<file path="config.mk">
export PLATFORM = sky130hd
export DESIGN_NAME = tia_hsync_ctrl
export DESIGN_NICKNAME = d
export VERILOG_FILES = /design/src/rtl/tia_hpkg.sv /design/src/rtl/tia_sr_sync.sv /design/src/rtl/tia_hsync_ctrl.sv
export SDC_FILE = /design/constraint.sdc
export NUM_CORES = 1
export LEC_CHECK = 0
export ABC_AREA = 1
export CAP_MARGIN = 20
export CORE_ASPECT_RATIO = 1.1
export CORE_UTILIZATION = 41
export DETAILED_ROUTE_END_ITERATION = 12
export PLACE_DENSITY_LB_ADDON = 0.25
export SYNTH_ARGS = -nofsm -noshare
export SYNTH_HDL_FRONTEND = slang
export SYNTH_SLANG_ARGS = --single-unit
</file>
<file path="constraint.sdc">
create_clock -name clk -period 2.4 [get_ports clk]
set_input_delay 0.72 -clock clk [delete_from_list [all_inputs] [get_ports clk]]
set_output_delay 0.72 -clock clk [all_outputs]
set_load 0.05 [all_outputs]
</file>
<file path="src/rtl/tia_hpkg.sv">
// Shared constants for the TIA horizontal timing controller: line length,
// the horizontal counts at which flag events fire, and the phase width.
package tia_hpkg;

    localparam int LINE_COUNTS = 57;
    localparam int PHASE_W     = 2;

    // Horizontal counts at which set/reset events take effect
    localparam int HC_SHB  = 0;   // set hblank, release rdy
    localparam int HC_SHS  = 4;   // set hsync
    localparam int HC_RHS  = 8;   // clear hsync, set colour burst
    localparam int HC_RCB  = 12;  // clear colour burst
    localparam int HC_RHB  = 16;  // clear hblank (no HMOVE)
    localparam int HC_LRHB = 18;  // clear hblank (HMOVE), clear HMOVE latch
    localparam int HC_END  = 56;  // last count of the line

endpackage : tia_hpkg

</file>
<file path="src/rtl/tia_sr_sync.sv">
// Clocked set/reset flag: the synchronous counterpart of the TIA's SR latches.
// SET_WINS selects which request dominates when set and clear coincide.
module tia_sr_sync #(
    parameter logic RST_VAL  = 1'b0,
    parameter logic SET_WINS = 1'b1
) (
    input  logic clk,
    input  logic reset_n,
    input  logic set,
    input  logic clr,
    output logic q
);

    logic flag_d;
    logic flag_q;

    // Next flag value from the set/clear requests and the chosen priority
    always_comb begin
        flag_d = flag_q;
        if (set && clr) begin
            flag_d = SET_WINS;
        end else if (set) begin
            flag_d = 1'b1;
        end else if (clr) begin
            flag_d = 1'b0;
        end else begin
            flag_d = flag_q;
        end
    end

    // Flag register with synchronous active-low reset
    always_ff @(posedge clk) begin
        if (!reset_n) begin
            flag_q <= RST_VAL;
        end else begin
            flag_q <= flag_d;
        end
    end

    assign q = flag_q;

endmodule : tia_sr_sync

</file>
<file path="src/rtl/tia_hsync_ctrl.sv">
// TIA horizontal timing: divides the colour clock by 4 into 57 counts per
// line and turns count boundaries into set/reset events for the horizontal
// flags (HSYNC, HBLANK, colour burst, RDY and the HMOVE extended blank).
module tia_hsync_ctrl #(
    parameter int LINE_COUNTS = tia_hpkg::LINE_COUNTS,
    parameter int CNT_W       = 6
) (
    input  logic             clk,
    input  logic             reset_n,
    input  logic             wsync,
    input  logic             rsync,
    input  logic             hmove,
    output logic [CNT_W-1:0] hcount,
    output logic [1:0]       hphase,
    output logic             line_start,
    output logic             hsync,
    output logic             hblank,
    output logic             cburst,
    output logic             rdy,
    output logic             hmove_blank
);

    import tia_hpkg::*;

    logic [CNT_W-1:0]   hcount_d;
    logic [CNT_W-1:0]   hcount_q;
    logic [PHASE_W-1:0] hphase_d;
    logic [PHASE_W-1:0] hphase_q;
    logic               line_start_d;
    logic               line_start_q;

    logic ev_shb;
    logic ev_shs;
    logic ev_rhs;
    logic ev_rcb;
    logic ev_rhb;
    logic ev_lrhb;
    logic hmove_acc;
    logic hmove_eff;

    // Next counter position; rsync restarts the line at count 0, phase 0
    always_comb begin
        hcount_d = hcount_q;
        hphase_d = hphase_q;
        if (rsync) begin
            hcount_d = {CNT_W{1'b0}};
            hphase_d = {PHASE_W{1'b0}};
        end else if (hphase_q == 2'd3) begin
            hphase_d = 2'd0;
            if (hcount_q == CNT_W'(LINE_COUNTS - 1)) begin
                hcount_d = {CNT_W{1'b0}};
            end else begin
                hcount_d = hcount_q + {{(CNT_W-1){1'b0}}, 1'b1};
            end
        end else begin
            hphase_d = hphase_q + 2'd1;
            hcount_d = hcount_q;
        end
    end

    // Events fire on the edge that enters (count N, phase 0)
    always_comb begin
        ev_shb       = (hphase_d == 2'd0) && (hcount_d == CNT_W'(HC_SHB));
        ev_shs       = (hphase_d == 2'd0) && (hcount_d == CNT_W'(HC_SHS));
        ev_rhs       = (hphase_d == 2'd0) && (hcount_d == CNT_W'(HC_RHS));
        ev_rcb       = (hphase_d == 2'd0) && (hcount_d == CNT_W'(HC_RCB));
        ev_rhb       = (hphase_d == 2'd0) && (hcount_d == CNT_W'(HC_RHB));
        ev_lrhb      = (hphase_d == 2'd0) && (hcount_d == CNT_W'(HC_LRHB));
        line_start_d = ev_shb;
        // rsync outranks the other strobes on the same edge
        hmove_acc    = hmove && !rsync;
        // A strobe arriving with the count-16 event already extends the blank
        hmove_eff    = hmove_blank || hmove_acc;
    end

    // Counter and line-start registers
    always_ff @(posedge clk) begin
        if (!reset_n) begin
            hcount_q     <= {CNT_W{1'b0}};
            hphase_q     <= {PHASE_W{1'b0}};
            line_start_q <= 1'b0;
        end else begin
            hcount_q     <= hcount_d;
            hphase_q     <= hphase_d;
            line_start_q <= line_start_d;
        end
    end

    tia_sr_sync #(.RST_VAL(1'b0), .SET_WINS(1'b1)) u_hsync (
        .clk     (clk),
        .reset_n (reset_n),
        .set     (ev_shs),
        .clr     (ev_rhs || rsync),
        .q       (hsync)
    );

    tia_sr_sync #(.RST_VAL(1'b0), .SET_WINS(1'b1)) u_cburst (
        .clk     (clk),
        .reset_n (reset_n),
        .set     (ev_rhs),
        .clr     (ev_rcb || rsync),
        .q       (cburst)
    );

    tia_sr_sync #(.RST_VAL(1'b1), .SET_WINS(1'b1)) u_hblank (
        .clk     (clk),
        .reset_n (reset_n),
        .set     (ev_shb),
        .clr     ((ev_rhb && !hmove_eff) || (ev_lrhb && hmove_eff)),
        .q       (hblank)
    );

    // WSYNC coinciding with the line-start release keeps the CPU halted
    tia_sr_sync #(.RST_VAL(1'b1), .SET_WINS(1'b0)) u_rdy (
        .clk     (clk),
        .reset_n (reset_n),
        .set     (ev_shb),
        .clr     (wsync && !rsync),
        .q       (rdy)
    );

    // An HMOVE strobe on the count-18 clear carries into the next line
    tia_sr_sync #(.RST_VAL(1'b0), .SET_WINS(1'b1)) u_hmove_blank (
        .clk     (clk),
        .reset_n (reset_n),
        .set     (hmove_acc),
        .clr     (ev_lrhb),
        .q       (hmove_blank)
    );

    assign hcount     = hcount_q;
    assign hphase     = hphase_q;
    assign line_start = line_start_q;

endmodule : tia_hsync_ctrl
</file>
==> metrics.txt <==
buffers added on ports 18; fillers 202; WP data required 1.68 ns; cts-stage hold buffer count 0; Startpoint Class register; top-count cell post-synth nand2_1; CTS H-tree lvls 1; Period minus WS final 2.27 ns; mux cell area share after synthesis 0; PwrDens between 400 and 500 nW/um^2; HPWL after detailed placement around 1.3 mm; CTS Root Cell clkbuf_4; main combinational cell family by area after synthesis simple AND/OR/NAND/NOR gates; post-synthesis compound-gate area fraction 0.0559; Yosys top cell by area dfxtp_1; Placer Congestion 0.949; CP endpoint kind output port; outcome complete, no violations; IO Pins 19; post-route cell area 1070 um^2; Max-Slew Margin vs Limit 0.669; ANT cells 0; final hold violation count 0; RSZ-0062 raised after global routing no; antenna violations before repair 0; gr usage total 0.175; synth cell count leaders nand2_1 (31), inv_1 (19), nor2_1 (18); Cells after DPL 171; switching part of the total 0.261; first-pass GRT wire length 2.90 mm; DRT Pass-1 Iters 4; Cell Area, Synth 828 um^2; clock share of power 0.362; Clock Sinks 14; syn nets 135; Critical Path AT ~1.6 ns; Worst Skew between 0.004 and 0.005 ns; Post-synth ARST share 0; flip-flop and latch area 280 um^2; 1st-iter DRT viols 12; total power 476 uW; height of the die 49.1 um; final antenna-violating net count 0; largest net degree at the start of global routing 11; cell count after synthesis between 100 and 150; full die area about 2200 um^2; adder and majority gate portion of the synthesized area 0.0453; P_sw 124 uW; crit path max fanout 6; Fmax 440 MHz; Leak Pwr 0.508 nW; worst hold path type register to register; Total Neg Setup Slack 0 ns; XOR/XNOR Fraction of Synth Area 0.0106; Max VDD drop 0.394 mV; Clock Pin Slew Worst Setup and Hold Paths 0.09 ns; core area 1840 um^2; final setup fails 0; worst stage delay on the critical path 0.84 ns; grt ovf 0; Clock Path Buffers 2; via-per-instance ratio 4.61; Combinational Power Share 0.134; Die W 44.9 um; Synth Area in Simple Gates 0.437; Clock Latency Late Sink between 0.2 and 0.3 ns; DRC errors left 0; Period Utilization, post-route 0.947; vias in the first global route 711; syn avg cell area 6.52 um^2; cell family with most CP delay buffers and inverters; Site Rows 16; sequential area share after synthesis 0.338; Area after DPL about 1000 um^2; ratio of cells with drive above 1 in the final layout 0.149; Synth top area share 0.338; leading post-synthesis cells by cell area dfxtp_1 (34%), nand2_1 (14%), inv_1 (8.6%), nor2_1 (8.2%), nand3_1 (6.0%); CTS tree yes; routed via count 806; postcts setup bufs 0; Final Non-Filler Cells around 180; internal power 352 uW; Wirelength per Cell 9.61 um; Setup Crit Path Kind register to output port; Max-Cap Viols 0; Initial Utilization 0.450; Final Max Tran Viols 0; Area Overhead vs Synth 29.3%; Netlist cell types 20; footprint of the multi-input gates 454 um^2; Worst-Margin Slew 0.495 ns; worst path bufs/invs 1; reg-to-reg slack, setup 0.63 ns; Synth Warn # 0; total CTS buffers 3; Post-CTS Resized 0; #FFs+latches synth 14; Post-synth EDFFs 0; Top FF cell, synth dfxtp_1; final wirelength 1.68 mm; Hold Slack 0.474 ns; sequential share of power 0.505; CP Cell Sequence clkdlybuf4s50_1; CP max-delay cell clkdlybuf4s50_1; Nets 157
-- flip-flops by register name, indices dropped and copies added (netlist names) --
name / count
u_rdy.q: 1
line_start: 1
hphase: 2
u_hsync.q: 1
u_hblank.q: 1
hcount: 6
u_cburst.q: 1
u_hmove_blank.q: 1
-- path summary, 6_finish.rpt --
check / from / end / cells after the start
setup / recovery: hcount[2]$_SDFF_PN0_ / hcount[2] / 1
hold reg to reg: u_hblank.q$_SDFFE_PP1P_ / u_hblank.q$_SDFFE_PP1P_ / 2
setup reg to reg: hphase[0]$_SDFF_PN0_ / u_hblank.q$_SDFFE_PP1P_ / 12
hold / removal: u_hblank.q$_SDFFE_PP1P_ / u_hblank.q$_SDFFE_PP1P_ / 2
-- metrics by stage --
step                      worst slack (ns)   util
after floorplan                      0.478      -
final                                0.128  0.582
after CTS                            0.123  0.582
after detailed placement             0.205  0.562
after global placement               0.252  0.562
after global routing                0.0713  0.582
-- cell families after synthesis --
logic type                 count (synthesis)
and+or+nand+nor                           77
buffers and inverters                     24
AOI/OAI and AO/OA                          8
DFF                                       14
adders and majority gates                  3
xor gates and xnor gates                   1
-- placed cells by master (no fill, tap or decap) --
master,synthesis,final
a21oi_1,5,5
clkbuf_4,0,3
clkbuf_8,0,1
clkdlybuf4s50_1,0,18
clkinv_1,1,1
dfxtp_1,14,14
ha_1,3,3
inv_1,19,19
inv_2,3,3
nand2_1,31,31
nand2_2,5,5
nand2_4,1,1
nand3_1,10,10
nand3_2,3,3
nand4_1,3,3
nor2_1,18,18
nor2_2,5,5
nor3_1,1,1
o21ai_1,1,1
o21ai_2,1,1
o21bai_1,1,1
xor2_1,1,1
-- cell type report --
class	instances	area share
inverters	23	0.0806
repair buffers	18	0.168
flip-flops and latches	14	0.262
well taps	27	0.0315
multi-input cells	89	0.424
clock buffers	4	0.0339
-- power by group through the flow --
stage | Combinational (mW) | Clock [mW] | Sequential, mW
2_1_floorplan | 0.0236 | 0 | 0.263
3_3_place_gp | 0.0628 | 0 | 0.245
3_5_place_dp | 0.0636 | 0 | 0.245
4_1_cts | 0.0639 | 0.174 | 0.240
5_1_grt | 0.0695 | 0.188 | 0.241
6_report | 0.0637 | 0.172 | 0.240
-- layer usage --
layer | track usage | up-vias | part of all wire
met4 | 0.0808 | 0 | 0.014
met3 | 0.0222 | 2 | 0.039
li1 | - | 436 | -
met1 | 0.221 | 348 | 0.48
met5 | 0 | - | 0
met2 | 0.287 | 20 | 0.47
Power figures use the tool's default switching activity.
